==> src/rtl/flash_bus_engine_pkg.sv <==
// Shared definitions for flash_bus_engine: opcodes, instruction field layout,
// FSM state encoding and a small elaboration helper.
package flash_ctrl_pkg;

    localparam logic [3:0] OP_NOP     = 4'd0;
    localparam logic [3:0] OP_CMD     = 4'd1;
    localparam logic [3:0] OP_ADDR    = 4'd2;
    localparam logic [3:0] OP_DIN     = 4'd3;
    localparam logic [3:0] OP_DOUT    = 4'd4;
    localparam logic [3:0] OP_WAIT_RB = 4'd5;
    localparam logic [3:0] OP_WP      = 4'd6;
    localparam logic [3:0] OP_STANDBY = 4'd7;

    localparam int OP_MSB   = 31;
    localparam int OP_LSB   = 28;
    localparam int CE_MSB   = 27;
    localparam int CE_LSB   = 24;
    localparam int BYTE_MSB = 23;
    localparam int BYTE_LSB = 16;
    localparam int CNT_MSB  = 15;
    localparam int CNT_LSB  = 0;

    typedef enum logic [3:0] {
        S_IDLE,
        S_WE_LO,
        S_WE_HI,
        S_DIN_WAIT,
        S_RE_LO,
        S_RE_HI,
        S_DOUT_WAIT,
        S_RB_WB,
        S_RB_WAIT
    } state_t;

    function automatic int max_int(input int a, input int b);
        return (a > b) ? a : b;
    endfunction

endpackage

==> src/rtl/flash_bus_engine_if.sv <==
// Core-side FIFO port bundle of flash_bus_engine (instruction, write-data and
// read-data FIFOs). master = core/FIFO side, slave = engine.
interface flash_bus_engine_if #(
    parameter int DW = 8
);
    logic [31:0]   instruction;
    logic          iq_empty;
    logic          ack_mode_read;
    logic [DW-1:0] core_data_out;
    logic          c_data_in_rdy;
    logic          req_core_data;
    logic [DW-1:0] core_data_in;
    logic          c_data_out_rdy;
    logic          output_dval;

    // Show-ahead FIFOs: the head word is valid whenever its non-empty flag is
    // high, and an edge with ack_mode_read/req_core_data high pops it; the
    // engine only raises them while the matching FIFO reports data. A read beat
    // starts only with c_data_out_rdy high; output_dval marks each beat once.
    modport master (
        output instruction, iq_empty, core_data_out, c_data_in_rdy, c_data_out_rdy,
        input  ack_mode_read, req_core_data, core_data_in, output_dval
    );

    modport slave (
        input  instruction, iq_empty, core_data_out, c_data_in_rdy, c_data_out_rdy,
        output ack_mode_read, req_core_data, core_data_in, output_dval
    );
endinterface

==> src/rtl/flash_phase_timer.sv <==
// Loadable down-counter timing one strobe or wait phase: load N and done is
// high during the last of the N cycles that follow.
module flash_phase_timer #(
    parameter int W = 3
) (
    input  logic         clk,
    input  logic         rst,
    input  logic         load,
    input  logic [W-1:0] load_val,
    output logic         done
);
    logic [W-1:0] cnt_q, cnt_d;

    always_comb begin
        cnt_d = cnt_q;
        if (load) begin
            cnt_d = load_val - W'(1);
        end else if (cnt_q != '0) begin
            cnt_d = cnt_q - W'(1);
        end
    end

    always_ff @(posedge clk or negedge rst) begin
        if (!rst) begin
            cnt_q <= '0;
        end else begin
            cnt_q <= cnt_d;
        end
    end

    assign done = (cnt_q == '0);
endmodule

==> src/rtl/flash_bus_engine.sv <==
// Micro-instruction driven NAND bus engine with NCE chip enables and
// cycle-programmable strobes. Define FLASH_RB_TIMEOUT_EN for an R/B# wait timeout.
module flash_bus_engine
    import flash_ctrl_pkg::*;
#(
    parameter int DW         = 8,
    parameter int NCE        = 4,
    parameter int T_WP       = 2,
    parameter int T_WH       = 2,
    parameter int T_RP       = 2,
    parameter int T_REH      = 2,
    parameter int T_WB       = 4,
    parameter int RB_TIMEOUT = 65535
) (
    input  logic            clk,
    input  logic            rst,
    flash_bus_engine_if.slave core,
    output logic            data_oe,
    output logic [DW-1:0]   flash_dq_o,
    input  logic [DW-1:0]   flash_dq_i,
    output logic [NCE-1:0]  oCE_N,
    output logic            oCLE,
    output logic            oALE,
    output logic            oWE_N,
    output logic            oRE_N,
    output logic            oWP_N,
    input  logic [NCE-1:0]  iRB_N,
    output logic            busy,
    output logic            err_illegal,
`ifdef FLASH_RB_TIMEOUT_EN
    output logic            err_timeout,
`endif
    output state_t          dbg_state
);
    localparam int T_MAX = max_int(max_int(max_int(T_WP, T_WH), max_int(T_RP, T_REH)), T_WB);
    localparam int TW    = $clog2(T_MAX + 1);

    state_t         state_q, state_d;
    logic [3:0]     op_q, op_d;
    logic [3:0]     ce_q, ce_d;
    logic [16:0]    beats_q, beats_d;
    logic [NCE-1:0] ce_n_q, ce_n_d;
    logic           cle_q, cle_d, ale_q, ale_d, oe_q, oe_d;
    logic           we_n_q, we_n_d, re_n_q, re_n_d, wp_n_q, wp_n_d;
    logic [DW-1:0]  dq_q, dq_d, din_q, din_d;
    logic           dval_q, dval_d, busy_q, busy_d, err_ill_q, err_ill_d;
    logic           run_q;
    logic [NCE-1:0] rb_meta_q, rb_sync_q;
    logic [15:0]    rb_ready;

    logic           tmr_load, tmr_done, finish;
    logic [TW-1:0]  tmr_val;
    logic           ack, req;
    logic [3:0]     i_op, i_ce;
    logic [7:0]     i_byte;
    logic [15:0]    i_cnt;
    logic           is_bus_op, illegal;

`ifdef FLASH_RB_TIMEOUT_EN
    localparam int TOW = $clog2(RB_TIMEOUT + 1);
    logic [TOW-1:0] tmo_q, tmo_d;
    logic           err_tmo_q, err_tmo_d;
`endif

    assign i_op      = core.instruction[OP_MSB:OP_LSB];
    assign i_ce      = core.instruction[CE_MSB:CE_LSB];
    assign i_byte    = core.instruction[BYTE_MSB:BYTE_LSB];
    assign i_cnt     = core.instruction[CNT_MSB:CNT_LSB];
    assign is_bus_op = (i_op >= OP_CMD) && (i_op <= OP_WAIT_RB);
    assign illegal   = i_op[3] || (is_bus_op && (int'(i_ce) >= NCE));
    assign rb_ready  = 16'(rb_sync_q);

    flash_phase_timer #(.W(TW)) u_timer (
        .clk      (clk),
        .rst      (rst),
        .load     (tmr_load),
        .load_val (tmr_val),
        .done     (tmr_done)
    );

    always_comb begin
        state_d   = state_q;
        op_d      = op_q;
        ce_d      = ce_q;
        beats_d   = beats_q;
        ce_n_d    = ce_n_q;
        cle_d     = cle_q;
        ale_d     = ale_q;
        oe_d      = oe_q;
        we_n_d    = we_n_q;
        re_n_d    = re_n_q;
        wp_n_d    = wp_n_q;
        dq_d      = dq_q;
        din_d     = din_q;
        dval_d    = 1'b0;
        busy_d    = busy_q;
        err_ill_d = 1'b0;
        tmr_load  = 1'b0;
        tmr_val   = '0;
        finish    = 1'b0;
        ack       = 1'b0;
        req       = 1'b0;
`ifdef FLASH_RB_TIMEOUT_EN
        tmo_d     = tmo_q;
        err_tmo_d = 1'b0;
`endif
        case (state_q)
            S_IDLE: begin
                // run_q keeps the pop low in the first cycle out of reset
                if (run_q && !core.iq_empty) begin
                    ack = 1'b1;
                    if (illegal) begin
                        err_ill_d = 1'b1;
                    end else begin
                        op_d    = i_op;
                        ce_d    = i_ce;
                        beats_d = {1'b0, i_cnt} + 17'd1;
                        if (is_bus_op) ce_n_d = ~(NCE'(1) << i_ce);
                        case (i_op)
                            OP_CMD, OP_ADDR: begin
                                state_d  = S_WE_LO;
                                cle_d    = (i_op == OP_CMD);
                                ale_d    = (i_op == OP_ADDR);
                                oe_d     = 1'b1;
                                dq_d     = DW'(i_byte);
                                we_n_d   = 1'b0;
                                tmr_load = 1'b1;
                                tmr_val  = TW'(T_WP);
                                busy_d   = 1'b1;
                            end
                            OP_DIN: begin
                                state_d = S_DIN_WAIT;
                                oe_d    = 1'b1;
                                busy_d  = 1'b1;
                            end
                            OP_DOUT: begin
                                state_d = S_DOUT_WAIT;
                                oe_d    = 1'b0;
                                busy_d  = 1'b1;
                            end
                            OP_WAIT_RB: begin
                                state_d  = S_RB_WB;
                                tmr_load = 1'b1;
                                tmr_val  = TW'(T_WB);
                                busy_d   = 1'b1;
                            end
                            OP_WP:      wp_n_d = i_byte[0];
                            OP_STANDBY: ce_n_d = '1;
                            default: ;
                        endcase
                    end
                end
            end
            S_WE_LO: begin
                if (tmr_done) begin
                    state_d  = S_WE_HI;
                    we_n_d   = 1'b1;
                    tmr_load = 1'b1;
                    tmr_val  = TW'(T_WH);
                end
            end
            S_WE_HI: begin
                if (tmr_done) begin
                    if (op_q == OP_DIN) begin
                        beats_d = beats_q - 17'd1;
                        if (beats_q == 17'd1) finish = 1'b1;
                        else state_d = S_DIN_WAIT;
                    end else begin
                        finish = 1'b1;
                    end
                end
            end
            S_DIN_WAIT: begin
                if (core.c_data_in_rdy) begin
                    req      = 1'b1;
                    dq_d     = core.core_data_out;
                    we_n_d   = 1'b0;
                    tmr_load = 1'b1;
                    tmr_val  = TW'(T_WP);
                    state_d  = S_WE_LO;
                end
            end
            S_DOUT_WAIT: begin
                if (core.c_data_out_rdy) begin
                    re_n_d   = 1'b0;
                    tmr_load = 1'b1;
                    tmr_val  = TW'(T_RP);
                    state_d  = S_RE_LO;
                end
            end
            S_RE_LO: begin
                if (tmr_done) begin
                    din_d    = flash_dq_i;
                    dval_d   = 1'b1;
                    re_n_d   = 1'b1;
                    tmr_load = 1'b1;
                    tmr_val  = TW'(T_REH);
                    state_d  = S_RE_HI;
                end
            end
            S_RE_HI: begin
                if (tmr_done) begin
                    beats_d = beats_q - 17'd1;
                    if (beats_q == 17'd1) finish = 1'b1;
                    else state_d = S_DOUT_WAIT;
                end
            end
            S_RB_WB: begin
                if (tmr_done) begin
                    state_d = S_RB_WAIT;
`ifdef FLASH_RB_TIMEOUT_EN
                    tmo_d   = '0;
`endif
                end
            end
            S_RB_WAIT: begin
                if (rb_ready[ce_q]) begin
                    finish = 1'b1;
`ifdef FLASH_RB_TIMEOUT_EN
                end else if (tmo_q == TOW'(RB_TIMEOUT - 1)) begin
                    finish    = 1'b1;
                    err_tmo_d = 1'b1;
                end else begin
                    tmo_d = tmo_q + TOW'(1);
`endif
                end
            end
            default: state_d = S_IDLE;
        endcase
        if (finish) begin
            state_d = S_IDLE;
            busy_d  = 1'b0;
            cle_d   = 1'b0;
            ale_d   = 1'b0;
            oe_d    = 1'b0;
        end
    end

    always_ff @(posedge clk or negedge rst) begin
        if (!rst) begin
            state_q   <= S_IDLE;
            op_q      <= OP_NOP;
            ce_q      <= '0;
            beats_q   <= '0;
            ce_n_q    <= '1;
            cle_q     <= 1'b0;
            ale_q     <= 1'b0;
            oe_q      <= 1'b0;
            we_n_q    <= 1'b1;
            re_n_q    <= 1'b1;
            wp_n_q    <= 1'b0;
            dq_q      <= '0;
            din_q     <= '0;
            dval_q    <= 1'b0;
            busy_q    <= 1'b0;
            err_ill_q <= 1'b0;
            run_q     <= 1'b0;
            rb_meta_q <= '0;
            rb_sync_q <= '0;
`ifdef FLASH_RB_TIMEOUT_EN
            tmo_q     <= '0;
            err_tmo_q <= 1'b0;
`endif
        end else begin
            state_q   <= state_d;
            op_q      <= op_d;
            ce_q      <= ce_d;
            beats_q   <= beats_d;
            ce_n_q    <= ce_n_d;
            cle_q     <= cle_d;
            ale_q     <= ale_d;
            oe_q      <= oe_d;
            we_n_q    <= we_n_d;
            re_n_q    <= re_n_d;
            wp_n_q    <= wp_n_d;
            dq_q      <= dq_d;
            din_q     <= din_d;
            dval_q    <= dval_d;
            busy_q    <= busy_d;
            err_ill_q <= err_ill_d;
            run_q     <= 1'b1;
            rb_meta_q <= iRB_N;
            rb_sync_q <= rb_meta_q;
`ifdef FLASH_RB_TIMEOUT_EN
            tmo_q     <= tmo_d;
            err_tmo_q <= err_tmo_d;
`endif
        end
    end

    assign core.ack_mode_read = ack;
    assign core.req_core_data = req;
    assign core.core_data_in  = din_q;
    assign core.output_dval   = dval_q;
    assign data_oe            = oe_q;
    assign flash_dq_o         = dq_q;
    assign oCE_N              = ce_n_q;
    assign oCLE               = cle_q;
    assign oALE               = ale_q;
    assign oWE_N              = we_n_q;
    assign oRE_N              = re_n_q;
    assign oWP_N              = wp_n_q;
    assign busy               = busy_q;
    assign err_illegal        = err_ill_q;
    assign dbg_state          = state_q;
`ifdef FLASH_RB_TIMEOUT_EN
    assign err_timeout        = err_tmo_q;
`endif
endmodule

==> src/flat_wrapper.sv <==
// flat-port wrapper written by rule: the top's interface ports become plain ports
module flash_bus_engine_flat import flash_ctrl_pkg::*;
#(
    parameter int DW         = 8,
    parameter int NCE        = 4,
    parameter int T_WP       = 2,
    parameter int T_WH       = 2,
    parameter int T_RP       = 2,
    parameter int T_REH      = 2,
    parameter int T_WB       = 4,
    parameter int RB_TIMEOUT = 65535
)
  (clk, rst, data_oe, flash_dq_o, flash_dq_i, oCE_N, oCLE, oALE, oWE_N, oRE_N, oWP_N, iRB_N, busy, err_illegal, dbg_state, core_instruction, core_iq_empty, core_core_data_out, core_c_data_in_rdy, core_c_data_out_rdy, core_ack_mode_read, core_req_core_data, core_core_data_in, core_output_dval);
  flash_bus_engine_if #(.DW(DW)) core_i ();
  input  logic clk;
  input  logic rst;
  output logic data_oe;
  output logic [DW-1:0] flash_dq_o;
  input  logic [DW-1:0] flash_dq_i;
  output logic [NCE-1:0] oCE_N;
  output logic oCLE;
  output logic oALE;
  output logic oWE_N;
  output logic oRE_N;
  output logic oWP_N;
  input  logic [NCE-1:0] iRB_N;
  output logic busy;
  output logic err_illegal;
  output state_t dbg_state;
  input wire logic [$bits(core_i.instruction)-1:0] core_instruction;
  input wire logic [$bits(core_i.iq_empty)-1:0] core_iq_empty;
  input wire logic [$bits(core_i.core_data_out)-1:0] core_core_data_out;
  input wire logic [$bits(core_i.c_data_in_rdy)-1:0] core_c_data_in_rdy;
  input wire logic [$bits(core_i.c_data_out_rdy)-1:0] core_c_data_out_rdy;
  output wire logic [$bits(core_i.ack_mode_read)-1:0] core_ack_mode_read;
  output wire logic [$bits(core_i.req_core_data)-1:0] core_req_core_data;
  output wire logic [$bits(core_i.core_data_in)-1:0] core_core_data_in;
  output wire logic [$bits(core_i.output_dval)-1:0] core_output_dval;
  assign core_i.instruction = core_instruction;
  assign core_i.iq_empty = core_iq_empty;
  assign core_i.core_data_out = core_core_data_out;
  assign core_i.c_data_in_rdy = core_c_data_in_rdy;
  assign core_i.c_data_out_rdy = core_c_data_out_rdy;
  assign core_ack_mode_read = core_i.ack_mode_read;
  assign core_req_core_data = core_i.req_core_data;
  assign core_core_data_in = core_i.core_data_in;
  assign core_output_dval = core_i.output_dval;
  flash_bus_engine #(.DW(DW), .NCE(NCE), .T_WP(T_WP), .T_WH(T_WH), .T_RP(T_RP), .T_REH(T_REH), .T_WB(T_WB), .RB_TIMEOUT(RB_TIMEOUT)) u_core (.clk(clk), .rst(rst), .core(core_i), .data_oe(data_oe), .flash_dq_o(flash_dq_o), .flash_dq_i(flash_dq_i), .oCE_N(oCE_N), .oCLE(oCLE), .oALE(oALE), .oWE_N(oWE_N), .oRE_N(oRE_N), .oWP_N(oWP_N), .iRB_N(iRB_N), .busy(busy), .err_illegal(err_illegal), .dbg_state(dbg_state));
endmodule
==> config.mk <==
export PLATFORM = sky130hd
export DESIGN_NAME = flash_bus_engine_flat
export DESIGN_NICKNAME = d
export VERILOG_FILES = /design/src/rtl/flash_bus_engine_pkg.sv /design/src/rtl/flash_bus_engine_if.sv /design/src/rtl/flash_phase_timer.sv /design/src/rtl/flash_bus_engine.sv /design/src/flat_wrapper.sv
export SDC_FILE = /design/constraint.sdc
export NUM_CORES = 1
export LEC_CHECK = 0
export BUFFER_PORTS_ARGS = -buffer_cell sky130_fd_sc_hd__buf_2
export CAP_MARGIN = 20
export CORE_ASPECT_RATIO = 1.1
export CORE_MARGIN = 4
export CORE_UTILIZATION = 45
export CTS_CLUSTER_DIAMETER = 30
export CTS_CLUSTER_SIZE = 8
export DETAILED_ROUTE_END_ITERATION = 10
export PLACE_DENSITY = 0.71
export SYNTH_ARGS = -nofsm -noshare
export SYNTH_HDL_FRONTEND = slang
export SYNTH_HIERARCHICAL = 1
export SYNTH_SLANG_ARGS = --single-unit
export TNS_END_PERCENT = 20
==> constraint.sdc <==
create_clock -name clk -period 2.7 [get_ports clk]
set_input_delay 0.135 -clock clk [delete_from_list [all_inputs] [get_ports clk]]
set_output_delay 0.135 -clock clk [all_outputs]
set_load 0.01 [all_outputs]
# ---- Word-level counts from Yosys, hierarchy flattened
# Cells that the tools add are included.
dict set report totals {
  register_bits 70
  output_inout_bits 35
  word_cells 196
}
dict set report op_classes {
  n_addsub 4
  n_lt_le_gt_ge 4
  n_eq_ne 42
  n_shift 1
  muxes 87
  bitwise_logic 2
  n_reduce_logical 36
}
# cell n
set op_table {}
lappend op_table {{2-to-1 mux 17 bit} 5}
lappend op_table {{2-to-1 mux 4 bit} 15}
lappend op_table {{case mux 17 bit (3 select lines)} 1}
lappend op_table {{2-to-1 mux 1 bit} 44}
lappend op_table {{case mux 4 bit (9 select lines)} 1}
lappend op_table {{== test 4 x 3 -> 1 bit (second input constant)} 8}
lappend op_table {{2-to-1 mux 8 bit} 4}
lappend op_table {{inequality test 3 x 1 -> 1 bit (second input constant)} 7}
lappend op_table {{== test 4 x 2 -> 1 bit (second input constant)} 5}
lappend op_table {{AND reduction 4 bit} 5}
lappend op_table {{inequality test 2 x 1 -> 1 bit (second input constant)} 9}
lappend op_table {{adder 16 x 1 -> 17 bit (second input constant)} 1}
lappend op_table {{== test 17 x 1 -> 1 bit (second input constant)} 1}
lappend op_table {{subtractor 17 x 1 -> 17 bit (second input constant)} 1}
lappend op_table {{case mux 4 bit (4 select lines)} 1}
lappend op_table {{case mux 8 bit (2 select lines)} 1}
lappend op_table {{nonzero test 2 bit} 8}
lappend op_table {{inequality test 3 x 2 -> 1 bit (second input constant)} 5}
lappend op_table {{AND reduction 14 bit} 1}
lappend op_table {{2-to-1 mux 3 bit} 4}
lappend op_table {{case mux 3 bit (4 select lines)} 1}
lappend op_table {{AND reduction 6 bit} 2}
lappend op_table {{nonzero test 3 bit} 4}
lappend op_table {{== test 4 x 1 -> 1 bit (second input constant)} 2}
lappend op_table {{28 further kinds} 40}

# ---- Logic depth before layout (Yosys ltp)
# Gate-level depths: netlist of the first run.
dict set report depth {
  ltp_word 9
  mapped_depth 14
  depth_no_buf 11
}

# ---- Cells and area by module
# Netlist of the first run, hierarchy kept.
# module instances cells_per_inst area_per_inst_um2 seq_area_each_um2
set modules_own_cells {}
lappend modules_own_cells {flash_bus_engine 1 431 3778.6 1684.1}
lappend modules_own_cells {flash_phase_timer 1 19 173.9 75.1}

# ---- Least setup slack after synthesis of the first run
# Ideal clock, no wire load.
dict set report synth_path {
  path_type {flip-flop to flip-flop}
  startpoint {register u_core.state_q[3] (netlist: u_core/dbg_state[3])}
  endpoint {register u_core.u_timer.cnt_q[2]}
  arrival_time_ns 3.039
  required_time_ns 2.613
  setup_slack_ns -0.426
  stages_incl_launch_ff 13
  path_cell_list {dfrtp_1 -> or4_1 -> nor2_1 -> nand2_1 -> o21bai_4 -> o21bai_1 -> or2_2 -> clkbuf_1 -> mux2i_1 -> ha_1 -> inv_1 -> or3_1 -> a22oi_1}
}
dict set report synth_between {
  elab_chain_cells 5
}
# element line_no
set synth_lines {}
lappend synth_lines {{start, declared} flash_bus_engine.sv:38} ;# state_t state_q, state_d;
lappend synth_lines {{start signal, assigned} flash_bus_engine.sv:265} ;# state_q <= state_d;
lappend synth_lines {{== test 4 x 1 -> 1 bit / == test 4 x 3 -> 1 bit (equally long branches)} flash_bus_engine.sv:107} ;# case (state_q)
lappend synth_lines {{OR reduction 2 bit (no source line)} --}
lappend synth_lines {{case mux 3 bit (4 select lines) (*)} flash_bus_engine.sv:107}
lappend synth_lines {{net u_core.tmr_val[1]} flash_bus_engine.sv:52} ;# logic [TW-1:0] tmr_val;
lappend synth_lines {{subtractor 3 x 1 -> 3 bit (*)} flash_phase_timer.sv:17} ;# cnt_d = load_val - W'(1);
lappend synth_lines {{2-to-1 mux 3 bit (*)} flash_phase_timer.sv:16} ;# if (load) begin
lappend synth_lines {{end signal, assigned} flash_phase_timer.sv:27} ;# cnt_q <= cnt_d;
lappend synth_lines {{end, declared} flash_phase_timer.sv:12} ;# logic [W-1:0] cnt_q, cnt_d;
# The timed path passes the listed nets; every way through them passes the cells marked *.
# A chain may end at the register's enable or synchronous reset.

# ---- Worst setup path after layout of the first run
dict set report layout_path {
  startpoint {register u_core.state_q[2] (netlist: u_core/dbg_state[2])}
  endpoint {register u_core.u_timer.cnt_q[2]}
}
# The elaborated chain is that of the path after synthesis.

==> results of run 1 <==
metrics by stage:
| step | power (mW) | worst slack [ns] | TNS (ns) |
|---|---|---|---|
| 2_1_floorplan | 3.37 | -0.137 | -0.137 |
| 3_3_place_gp | 3.97 | 0.128 | 0 |
| 3_5_place_dp | 4.06 | -0.0673 | -0.0673 |
| 4_1_cts | 5.11 | 0.0301 | 0 |
| 5_1_grt | 5.58 | -0.0229 | -0.0229 |
| 6_report | 5.18 | 0.0937 | 0 |
power groups by stage:
stage          clock network, mW  logic [mW]  registers (mW)
3_3_place_gp                   0        2.21            1.76
6_report                   0.978        2.43            1.77
2_1_floorplan                  0        1.54            1.83
5_1_grt                     1.04        2.71            1.83
4_1_cts                     1.00        2.34            1.77
3_5_place_dp                   0        2.28            1.78
timing repair:
action / in CTS / in global routing
hold buffers: 15 / 0
endpoints found under the setup margin: 1 / 1
cloned: 0 / 0
setup buffers: 2 / 3
hold endpoints to repair: 47 / 0
resized for setup: 2 / 7
pin swaps: 2 / 6
routing by layer:
layer / routed length, um / GRT usage (%) / vias to the layer above / share of wire, %
met1: 4230 / 23.5 / 1766 / 42
met4: 291 / 9.59 / 0 / 2.9
met3: 441 / 2.82 / 21 / 4.4
li1: - / - / 1849 / -
met2: 5100 / 33.8 / 106 / 51
met5: 0 / 0 / - / 0
cell type report:
cell class / instances / area, um2 / share of cell area [%]
multi-input cells: 344 / 2110 / 41.3
inverters: 12 / 45.0 / 0.881
well taps: 111 / 139 / 2.72
repair buffers: 135 / 827 / 16.2
clock buffers: 10 / 138 / 2.69
flip-flops and latches: 70 / 1760 / 34.4
clock inverters: 6 / 92.6 / 1.81
final timing paths:
| kind | startpoint | endpoint | cells past startpoint |
|---|---|---|---|
| setup / recovery | u_core/dbg_state[2]$_DFFE_PN0P_ | u_core/u_timer/cnt_q[2]$_DFFE_PN0P_ | 11 |
| hold / removal | core_instruction[25] | u_core/oCE_N[3]$_DFFE_PN1P_ | 2 |
| setup reg to reg | u_core/dbg_state[2]$_DFFE_PN0P_ | u_core/u_timer/cnt_q[2]$_DFFE_PN0P_ | 11 |
| hold reg to reg | u_core/rb_meta_q[1]$_DFF_PN0_ | u_core/rb_sync_q[1]$_DFF_PN0_ | 0 |
| max in group asynchronous | rst | u_core/oWE_N$_DFFE_PN1P_ | 3 |
| min in group asynchronous | rst | u_core/ce_q[2]$_DFFE_PN0P_ | 2 |
placed cells by master (no fill, tap or decap), types with 6 or more instances in the layout:
master / Yosys / layout
nor2b_1: 6 / 6
inv_1: 11 / 10
xnor2_1: 10 / 10
dfrtp_1: 64 / 63
mux2i_1: 11 / 11
buf_2: 8 / 91
nor2_1: 45 / 44
nand3_1: 6 / 6
a21oi_1: 40 / 40
nand4_1: 6 / 6
xor2_1: 6 / 6
buf_4: 2 / 28
o21ai_0: 29 / 29
dlygate4sd3_1: 0 / 15
nand2_1: 76 / 75
nor3_1: 15 / 14
dfstp_2: 6 / 6
clkbuf_8: 0 / 10
Yosys cell counts (4+ instances only):
cell type,instances,share of area [%]
nand2_1,76,7.2
dfrtp_1,64,41
nor2_1,45,4.3
a21oi_1,40,5.1
o21ai_0,29,3.7
clkbuf_1,15,1.4
nor3_1,15,1.9
inv_1,11,1.0
mux2i_1,11,2.8
xnor2_1,10,2.2
buf_2,8,1.0
nor4_1,7,1.1
dfstp_2,6,4.0
nand3_1,6,0.76
nand4_1,6,0.95
nor2b_1,6,0.95
xor2_1,6,1.3
o22ai_1,5,0.79
a211oi_1,4,0.76
ha_1,4,1.3
cell families after synthesis:
| family | count (synthesis) | synth area share [%] |
|---|---|---|
| flops | 70 | 44.5 |
| xor+xnor | 16 | 3.55 |
| fa+ha+maj | 4 | 1.27 |
| simple gates | 192 | 23.2 |
| buf+inv | 37 | 3.96 |
| compound gates | 113 | 18.8 |
| other cells | 2 | 0.190 |
| mux | 16 | 4.50 |
worst max-delay path: stages, from the launching register on:
cell and delay (ns):
dfrtp_2 0.41, or4_4 0.56, nor2_4 0.11, nand2_2 0.08, o21bai_4 0.14, o21bai_4 0.14
or2_4 0.15, mux2i_1 0.19, ha_2 0.21, inv_2 0.05, or3_4 0.33, a22oi_2 0.17
sequential cells by signal, indices dropped and copies added (netlist names), 3 cells and up:
signal and cells:
u_core/flash_dq_o 8, u_core/beats_q 17, u_core/u_timer/cnt_q 3, u_core/core.core_data_in 8, u_core/rb_meta_q 4, u_core/dbg_state 4
u_core/ce_q 4, u_core/op_q 4, u_core/rb_sync_q 4, u_core/oCE_N 4
==> impl_results.md, run 1 <==
- Req. time, crit path: about 3.0 ns
- Setup CP Type: reg -> reg
- Leakage: roughly 2.3 nW
- Worst slew pin tran: ~0.8 ns
- I/O pin count: ~90
- Switching pwr: 2.07 mW
- Max-slew violation count: 0
- Tmin final: 2.61 ns
- Die height: 106 um
- Main synth FF type: dfrtp_1
- Clock latency on the worst-skew pair: 0.36 ns
- Switching Fraction: roughly 40%
- First-pass GRT wire length: between 15,000 and 20,000 um
- Port bufs: 91
- Vias in the first global route: around 3,500
- Final Util: slightly above 60%
- Clock sink count: 70
- RSZ-0062 raised after global routing: true
- Root buffer cell: clkbuf_8
- Placed instance area: 4640 um2
- Cell area power density: 1010 nW/um2
- YS warnings: 6
- Cell Rows: 35
- Largest net degree at the start of global routing: 37
- Detail Route Antenna Nets: 0
- # setup viols final: 0
- Logic pwr share: a little under half
- Status: complete, no violations
- Vias: ~3,700
- Final WL: just over 10,000 um
- Type of origin of the critical path: register
- RD Place Congestion: roughly 0.84
- Max cap viols: 0
- Clock share of power: between 10% and 20%
- Core Region: between 8000 and 9000 um2
- P&R area growth vs syn: 29.3%
- Finished Layout Cells: ~700
- Crit Path Max Fanout: 3
- TritonCTS clock tree: yes
- Clock Skew: approximately 0.013 ns
- Int Power: around 3.1 mW
- Initial Util: 46.8%
- Vias/cell: ~5.4
- H-tree depth: 3
- Async SR Flop Fraction: between 90% and 100%
- Ant. Diodes: 0
- Sequential area share after synthesis: around 45%
- Detailed Place HPWL: between 7000 and 8000 um
- Sequential Power Share: between 30% and 40%
- DRT Pass-1 Iters: 4
- Relative slew slack: 46.0%
- Crit. End Element: register
- Clk slew on worst S/H paths: about 0.09 ns
- Filler cell count: ~740
- Final net count: 633
- Synth Area per Inst: approximately 8.8 um2
- Final worst-path cycle share: roughly 97%
- Share of layout cells above drive strength 1: approximately 29%
- Placed insts: 652
- Antenna violations before repair: 0
- Die area: 10,300 um2
- Maximum clock path buffer count: 2
- Hold_ws: 0.00936 ns
- Synthesis-stage register bit count: 70
- Synth Instances: 450
- CTS Buf Count: 9
- Cell Area, Synth: approximately 4000 um2
- Final hold vios: 0
- Crit path DAT: around 2.9 ns
- Synth cell types: 69
- Achievable frequency: about 380 MHz
- Number of synthesized flops with an enable pin: 0
- DR WL/cell: around 15 um
- Initial DRC Count: approximately 170
- Die span in x: 97.4 um
- Drt drc: 0
- R2r setup slk: around 0.094 ns
- Peak supply drop: about 320 uV
- Final instance area: just over 5000 um2
- GRT Total Usage: 19.4%
- Hold crit path type: in -> reg
- Grt total ovfl: 0
Note: power is estimated with default switching activity, not from simulation.
==> run 2: changes to the inputs <==
CORE_ASPECT_RATIO = 1.25   (was 1.1)
==> run 2 against run 1 <==
Critical path depth is the same. Register-to-register slack lost 0.02 ns. Worst hold slack gained 0.017 ns. Largest cell class unchanged.
==> impl_results.md, run 2 (same netlist as run 1, synthesis figures left out) <==
- Crit Path Max Fanout: 5 (was 3)
- Vias/cell: 5.26 (was 5.44)
- CTS Buf Count: 9 (unchanged)
- RD Place Congestion: 0.874 (was 0.842)
- Filler cell count: 719 (was 739)
- Clock sink count: 70 (unchanged)
- CP Cell Sequence: or4_4 > nor2_4 > nand2_2 > o21bai_4 > o21bai_4 > or2_4 > mux2i_1 > ha_2 > inv_2 > or3_1 > a22oi_1 (was or4_4 > nor2_4 > nand2_2 > o21bai_4 > o21bai_4 > or2_4 > mux2i_1 > ha_2 > inv_2 > or3_4 > a22oi_2)
- Detail Route Antenna Nets: 0 (unchanged)
- Initial DRC Count: 191 (was 169)
- Final net count: 631 (was 633)
- Peak supply drop: 429 uV (was 319 uV)
- M1 GR Usage: 23.1% (was 23.5%)
- Status: complete, no violations (unchanged)
- Final Util: 60.7% (was 60.5%)
- Clock Skew: 0.0103 ns (was 0.0130 ns)
- Die height: 113 um (was 106 um)
- Die span in x: 91.8 um (was 97.4 um)
- Share of layout cells above drive strength 1: 28.7% (was 28.9%)
- P&R area growth vs syn: 28.8% (was 29.3%)
- # setup viols final: 0 (unchanged)
- Root buffer cell: clkbuf_8 (unchanged)
- Crit. End Element: register (unchanged)
- Max reg flops: 17 (unchanged)
- Port bufs: 91 (unchanged)
- Drt drc: 0 (unchanged)
- First-pass GRT wire length: 16,600 um (was 16,500 um)
- Hold crit path type: in -> reg (unchanged)
- Detailed Place HPWL: 7320 um (was 7290 um)
- DR WL/cell: 14.4 um (was 14.6 um)
- GRT met2 Usage: 35.7% (was 33.8%)
- Type of origin of the critical path: register (unchanged)
- Final hold vios: 0 (unchanged)
- Buf/Inv on CP: 1 (unchanged)
- Antenna violations before repair: 0 (unchanged)
- TritonCTS clock tree: yes (unchanged)
- Clock latency on the worst-skew pair: 0.35 ns (was 0.36 ns)
- Top delay family on crit path: simple AND/OR/NAND/NOR gates (unchanged)
- Setup CP Type: reg -> reg (unchanged)
- I/O pin count: 92 (unchanged)
- Placed instance area: 4670 um2 (was 4640 um2)
- Most frequent CP cell: o21bai_4 (unchanged)
- Vias in the first global route: 3,584 (was 3,547)
- DRT Pass-1 Iters: 4 (unchanged)
- Vias: 3,642 (was 3,742)
- GRT Total Usage: 19.8% (was 19.4%)
- Cell Rows: 37 (was 35)
- Cell area power density: 998 nW/um2 (was 1010 nW/um2)
- Worst Slack Setup Final: 0.0691 ns (was 0.0937 ns)
- Placed insts: 658 (was 652)
- H-tree depth: 3 (unchanged)
- Most common cell after layout, fill and taps aside: buf_2 (unchanged)
- Max cap viols: 0 (unchanged)
- Tmin final: 2.63 ns (was 2.61 ns)
- Ant. Diodes: 0 (unchanged)
- Req. time, crit path: 2.96 ns (was 2.97 ns)
- Grt total ovfl: 0 (unchanged)
- Slowest CP cell: or4_4 (unchanged)
- Worst slew pin tran: 0.802 ns (was 0.811 ns)
- Most frequent cells in the layout: 91 x buf_2, 74 x nand2_1, 63 x dfrtp_1, 44 x nor2_1, 40 x a21oi_1 (was 91 x buf_2, 75 x nand2_1, 63 x dfrtp_1, 44 x nor2_1, 40 x a21oi_1)
- Final worst-path cycle share: 97.4% (was 96.5%)
- GR peak layer: met2 (unchanged)
- Biggest register: u_core/beats_q (unchanged)
- Achievable frequency: 380 MHz (was 384 MHz)
- Relative slew slack: 46.5% (was 46.0%)
- Initial Util: 47.2% (was 46.8%)
- Crit path DAT: 2.89 ns (was 2.87 ns)
- Max-slew violation count: 0 (unchanged)
- Finished Layout Cells: 692 (was 688)
- Clk slew on worst S/H paths: 0.08 ns (was 0.09 ns)
- Maximum clock path buffer count: 2 (unchanged)
- Leakage: 2.27 nW (about the same)
- Core Region: 8380 um2 (was 8450 um2)
- Placement Setup Slack: -0.0217 ns (was -0.0673 ns)
- Largest net degree at the start of global routing: 38 (was 37)
- Final instance area: 5090 um2 (was 5110 um2)
- Final WL: 9970 um (was 10,100 um)
- Die area: 10,400 um2 (was 10,300 um2)
- Met3 Use GR: 3.52% (was 2.82%)
- Critical Path Max Stage Delay: 0.56 ns (about the same)
run 2: cell types whose count changed in the layout (fill, tap and decap cells not counted), moves of 2 or more:
cell	change
buf_4	-2
clkbuf_8	+3
clkinv_2	+2
clkinvlp_4	-2
inv_6	-2
run 2: layout make-up:
type,count,area (um2),share of cell area (%)
Timing Repair Buffer,133,821,16.1
Inverter,12,45.0,0.885
Sequential cell,70,1760,34.6
Tap cell,117,146,2.88
Clock inverter,3,40.0,0.787
Multi-Input combinational cell,344,2100,41.2
Clock buffer,13,179,3.52
run 2: final timing paths:
check,to,slack [ns],cells after the start,startpoint
worst min-delay path,u_core/oCE_N[3]$_DFFE_PN1P_,0.03,2,core_instruction[25]
worst max register to register,u_core/u_timer/cnt_q[2]$_DFFE_PN0P_,0.07,11,u_core/dbg_state[2]$_DFFE_PN0P_
worst min register to register,u_core/rb_sync_q[1]$_DFF_PN0_,0.34,0,u_core/rb_meta_q[1]$_DFF_PN0_
worst max-delay path,u_core/u_timer/cnt_q[2]$_DFFE_PN0P_,0.07,11,u_core/dbg_state[2]$_DFFE_PN0P_
min in group asynchronous,u_core/beats_q[4]$_DFFE_PN0P_,0.41,2,rst
max in group asynchronous,u_core/oCE_N[0]$_DFFE_PN1P_,1.56,3,rst
run 2: through the flow:
step	TNS (ns)	total power [mW]	hold WS, ns
detailed placement	-0.0217	4.08	0.245
global route	-0.0152	5.47	0.0286
global placement	0	4.00	0.243
finish	0	5.08	0.0268
floorplan	-0.137	3.37	-0.161
CTS	0	5.02	0.00945
run 2: timing repair:
action	in CTS	in global routing
pin swaps	0	6
hold buffers	15	0
setup endpoints to repair	1	1
setup buffers	0	3
gates resized for setup	1	5
endpoints found under the hold margin	45	0
run 2: report_power, final:
| part | internal, mW | leakage, nW | switching [mW] |
|---|---|---|---|
| logic | 1.07 | 1.35 | 1.33 |
| clock network | 0.525 | 0.115 | 0.383 |
| registers | 1.47 | 0.806 | 0.298 |
| total | 3.07 | 2.27 | 2.01 |
run 2: layer usage:
metal | vias up | wire length, um | share of wire (%)
met5 | - | 0 | 0
met4 | 0 | 212 | 2.1
met3 | 16 | 399 | 4.0
met2 | 86 | 5340 | 54
met1 | 1704 | 4010 | 40
li1 | 1836 | - | -
==> run 3: changes to the inputs <==
CTS_BUF_LIST = sky130_fd_sc_hd__clkbuf_16   (was default)
PLACE_DENSITY = 0.82   (was 0.71)
==> run 3 against run 2 <==
Final area rose by 0.69%. Wire length up 0.19%. First-iteration DRC count up 30%. Clock skew decreased by 0.0057 ns. Final cell count decreased by 1.0%. Flip-flop and latch count unchanged. Maximum frequency down 0.64%. Register-to-register slack got worse by 0.02 ns. Die area unchanged. Combinational power grew 2%. Critical path depth unchanged. Worst hold slack worse by 0.016 ns. Critical endpoint unchanged.
==> impl_results.md, run 3 (same netlist as run 1, synthesis figures left out) <==
- Crit path DAT: 2.89 ns (about the same)
- Grt total ovfl: 0 (unchanged)
- Hold crit path type: in -> reg (unchanged)
- Maximum clock path buffer count: 2 (unchanged)
- Cell area power density: 1070 nW/um2 (was 998 nW/um2)
- Crit. End Element: register (unchanged)
- Root buffer cell: clkbuf_16 (was clkbuf_8)
- Crit Path Max Fanout: 4 (was 5)
- Final hold vios: 0 (unchanged)
- Most common cell after layout, fill and taps aside: buf_2 (unchanged)
- Worst slew pin tran: 0.648 ns (was 0.802 ns)
- Die area: 10,400 um2 (unchanged)
- Die span in x: 91.8 um (unchanged)
- Max reg flops: 17 (unchanged)
- Largest net degree at the start of global routing: 44 (was 38)
- Relative slew slack: 56.8% (was 46.5%)
- Buf/Inv on CP: 1 (unchanged)
- Status: complete, no violations (unchanged)
- Setup CP Type: reg -> reg (unchanged)
- Peak supply drop: 507 uV (was 429 uV)
- Overall Power: 5.48 mW (was 5.08 mW)
- Worst Reg-to-Reg Cells: 11 (unchanged)
- Most frequent cells in the layout: 91 x buf_2, 75 x nand2_1, 63 x dfrtp_1, 44 x nor2_1, 40 x a21oi_1 (was 91 x buf_2, 74 x nand2_1, 63 x dfrtp_1, 44 x nor2_1, 40 x a21oi_1)
- Setup TNS: 0 ns (unchanged)
- Slowest CP cell: or4_4 (unchanged)
- Ant. Diodes: 0 (unchanged)
- Core Region: 8380 um2 (unchanged)
- DR top layer: met4 (unchanged)
- Final worst-path cycle share: 98.1% (was 97.4%)
- Cell Rows: 37 (unchanged)
- Die height: 113 um (unchanged)
- R2r setup slk: 0.05 ns (was 0.07 ns)
- Met3 Wirelength: 417 um (was 399 um)
- Port bufs: 91 (unchanged)
- Clock latency on the worst-skew pair: 0.32 ns (was 0.35 ns)
- Max-slew violation count: 0 (unchanged)
- HP Start: flash_dq_i[7] (was core_instruction[25])
- Initial Util: 47.2% (unchanged)
- TritonCTS clock tree: yes (unchanged)
- Detail Route Antenna Nets: 0 (unchanged)
- Final WL: 9990 um (was 9970 um)
- Clock sink count: 70 (unchanged)
- Hold Crit Depth: 3 (was 2)
- Final net count: 624 (was 631)
- Hold Path Sink: u_core/core.core_data_in[7]$_DFFE_PN0P_ (was u_core/oCE_N[3]$_DFFE_PN1P_)
- Filler cell count: 705 (was 719)
- Tmin final: 2.65 ns (was 2.63 ns)
- I/O pin count: 92 (unchanged)
- DRT Pass-1 Iters: 4 (unchanged)
- DR WL/cell: 14.6 um (was 14.4 um)
- CP startpoint: u_core/dbg_state[1]$_DFFE_PN0P_ (was u_core/dbg_state[2]$_DFFE_PN0P_)
- Top delay family on crit path: simple AND/OR/NAND/NOR gates (unchanged)
- Antenna violations before repair: 0 (unchanged)
- Most frequent CP cell: o21bai_4 (unchanged)
- Biggest register: u_core/beats_q (unchanged)
- CP Cell Sequence: or4_4 > nor2_4 > nand2_2 > o21bai_4 > o21bai_4 > or2_4 > mux2i_1 > ha_2 > inv_2 > or3_1 > a22oi_2 (was or4_4 > nor2_4 > nand2_2 > o21bai_4 > o21bai_4 > or2_4 > mux2i_1 > ha_2 > inv_2 > or3_1 > a22oi_1)
- Leakage: 2.28 nW (was 2.27 nW)
- Type of origin of the critical path: register (unchanged)
- Placed instance area: 4650 um2 (was 4670 um2)
- Reg2reg start: u_core/dbg_state[1]$_DFFE_PN0P_ (was u_core/dbg_state[2]$_DFFE_PN0P_)
- RD Place Congestion: 0.920 (was 0.874)
- Worst r2r dst: u_core/u_timer/cnt_q[2]$_DFFE_PN0P_ (unchanged)
- Clk slew on worst S/H paths: 0.06 ns (was 0.08 ns)
- Initial DRC Count: 249 (was 191)
- Critical Path Max Stage Delay: 0.57 ns (was 0.56 ns)
- Req. time, crit path: 2.94 ns (was 2.96 ns)
- Met1 WL: 3900 um (was 4010 um)
- CTS Buf Count: 9 (unchanged)
- Vias: 3,753 (was 3,642)
- Final instance area: 5120 um2 (was 5090 um2)
- Vias in the first global route: 3,591 (was 3,584)
- First-pass GRT wire length: 16,200 um (was 16,600 um)
- Drt drc: 0 (unchanged)
- Detailed Place HPWL: 7230 um (was 7320 um)
- # setup viols final: 0 (unchanged)
- H-tree depth: 3 (unchanged)
- GRT Total Usage: 19.1% (was 19.8%)
- Max cap viols: 0 (unchanged)
- Achievable frequency: 378 MHz (was 380 MHz)
- P&R area growth vs syn: 29.7% (was 28.8%)
- Share of layout cells above drive strength 1: 29.0% (was 28.7%)
- Vias/cell: 5.48 (was 5.26)
- Clock Skew: 0.00460 ns (was 0.0103 ns)
- WL met2: 5500 um (was 5340 um)
==> run 3: cell types whose count changed in the layout (fill, tap and decap cells not counted) <==
cell	change
inv_6	+1
clkinv_4	+2
clkbuf_16	+9
nand2_1	+1
clkbuf_8	-13
bufinv_16	+1
a22oi_2	+1
dlygate4sd3_1	-7
a22oi_1	-1
nand2_2	-1
==> run 3: cell type report <==
type	count	area [um2]	area share (%)
Tap cell	117	146	2.86
Timing Repair Buffer	126	751	14.6
Clock inverter	7	96.3	1.88
Sequential cell	70	1760	34.4
Inverter	12	45.0	0.879
Clock buffer	9	225	4.39
Multi-Input combinational cell	344	2100	41.0
==> run 3: through the flow <==
step / utilization [%] / worst slack (ns) / hold WS (ns) / cells
5_1_grt: 61.2 / -0.0647 / 0.0163 / 685
6_report: 61.2 / 0.0523 / 0.0104 / 685
3_5_place_dp: 55.5 / -0.00599 / 0.194 / 656
3_3_place_gp: 55.5 / 0.128 / 0.194 / 656
2_1_floorplan: - / -0.137 / -0.161 / 451
4_1_cts: 60.6 / 0.0160 / 0.00174 / 683
==> run 3: worst max path at each step <==
stage / to / slack [ns] / cells after the start
after CTS: u_core/u_timer/cnt_q[2]$_DFFE_PN0P_ / 0.02 / 11
after global routing: u_core/u_timer/cnt_q[2]$_DFFE_PN0P_ / -0.06 / 12
after detailed placement: u_core/u_timer/cnt_q[2]$_DFFE_PN0P_ / -0.006 / 11
final: u_core/u_timer/cnt_q[2]$_DFFE_PN0P_ / 0.05 / 11
after global placement: u_core/u_timer/cnt_q[2]$_DFFE_PN0P_ / 0.13 / 11
after floorplan: u_core/u_timer/cnt_q[2]$_DFFE_PN0P_ / -0.14 / 12
==> run 3: power breakdown <==
part,switching (mW),total (mW),internal (mW)
Sequential,0.301,1.78,1.48
Clock,0.444,1.25,0.811
Combinational,1.35,2.45,1.10
==> run 3: timing repair <==
action	4_1_cts	5_1_grt
buffers inserted	3	2
endpoints found under the hold margin	34	0
pin swaps	2	5
resized for setup	1	6
endpoints found under the setup margin	1	1
hold buffers	8	0
==> run 3: routing by layer <==
| layer | up-vias | global-route usage (%) |
|---|---|---|
| met5 | - | 0 |
| met2 | 102 | 35.6 |
| li1 | 1829 | - |
| met4 | 0 | 8.03 |
| met3 | 11 | 2.73 |
| met1 | 1811 | 21.5 |
==> run 3: worst reg2reg max path, delay by kind of cell (launching register included) <==
kind	cells	cell delay, ns
buffers and inverters	1	0.04
AOI/OAI and AO/OA	3	0.46
DFF	1	0.39
and+or+nand+nor	5	1.24
adders and majority gates	1	0.23
muxes	1	0.21
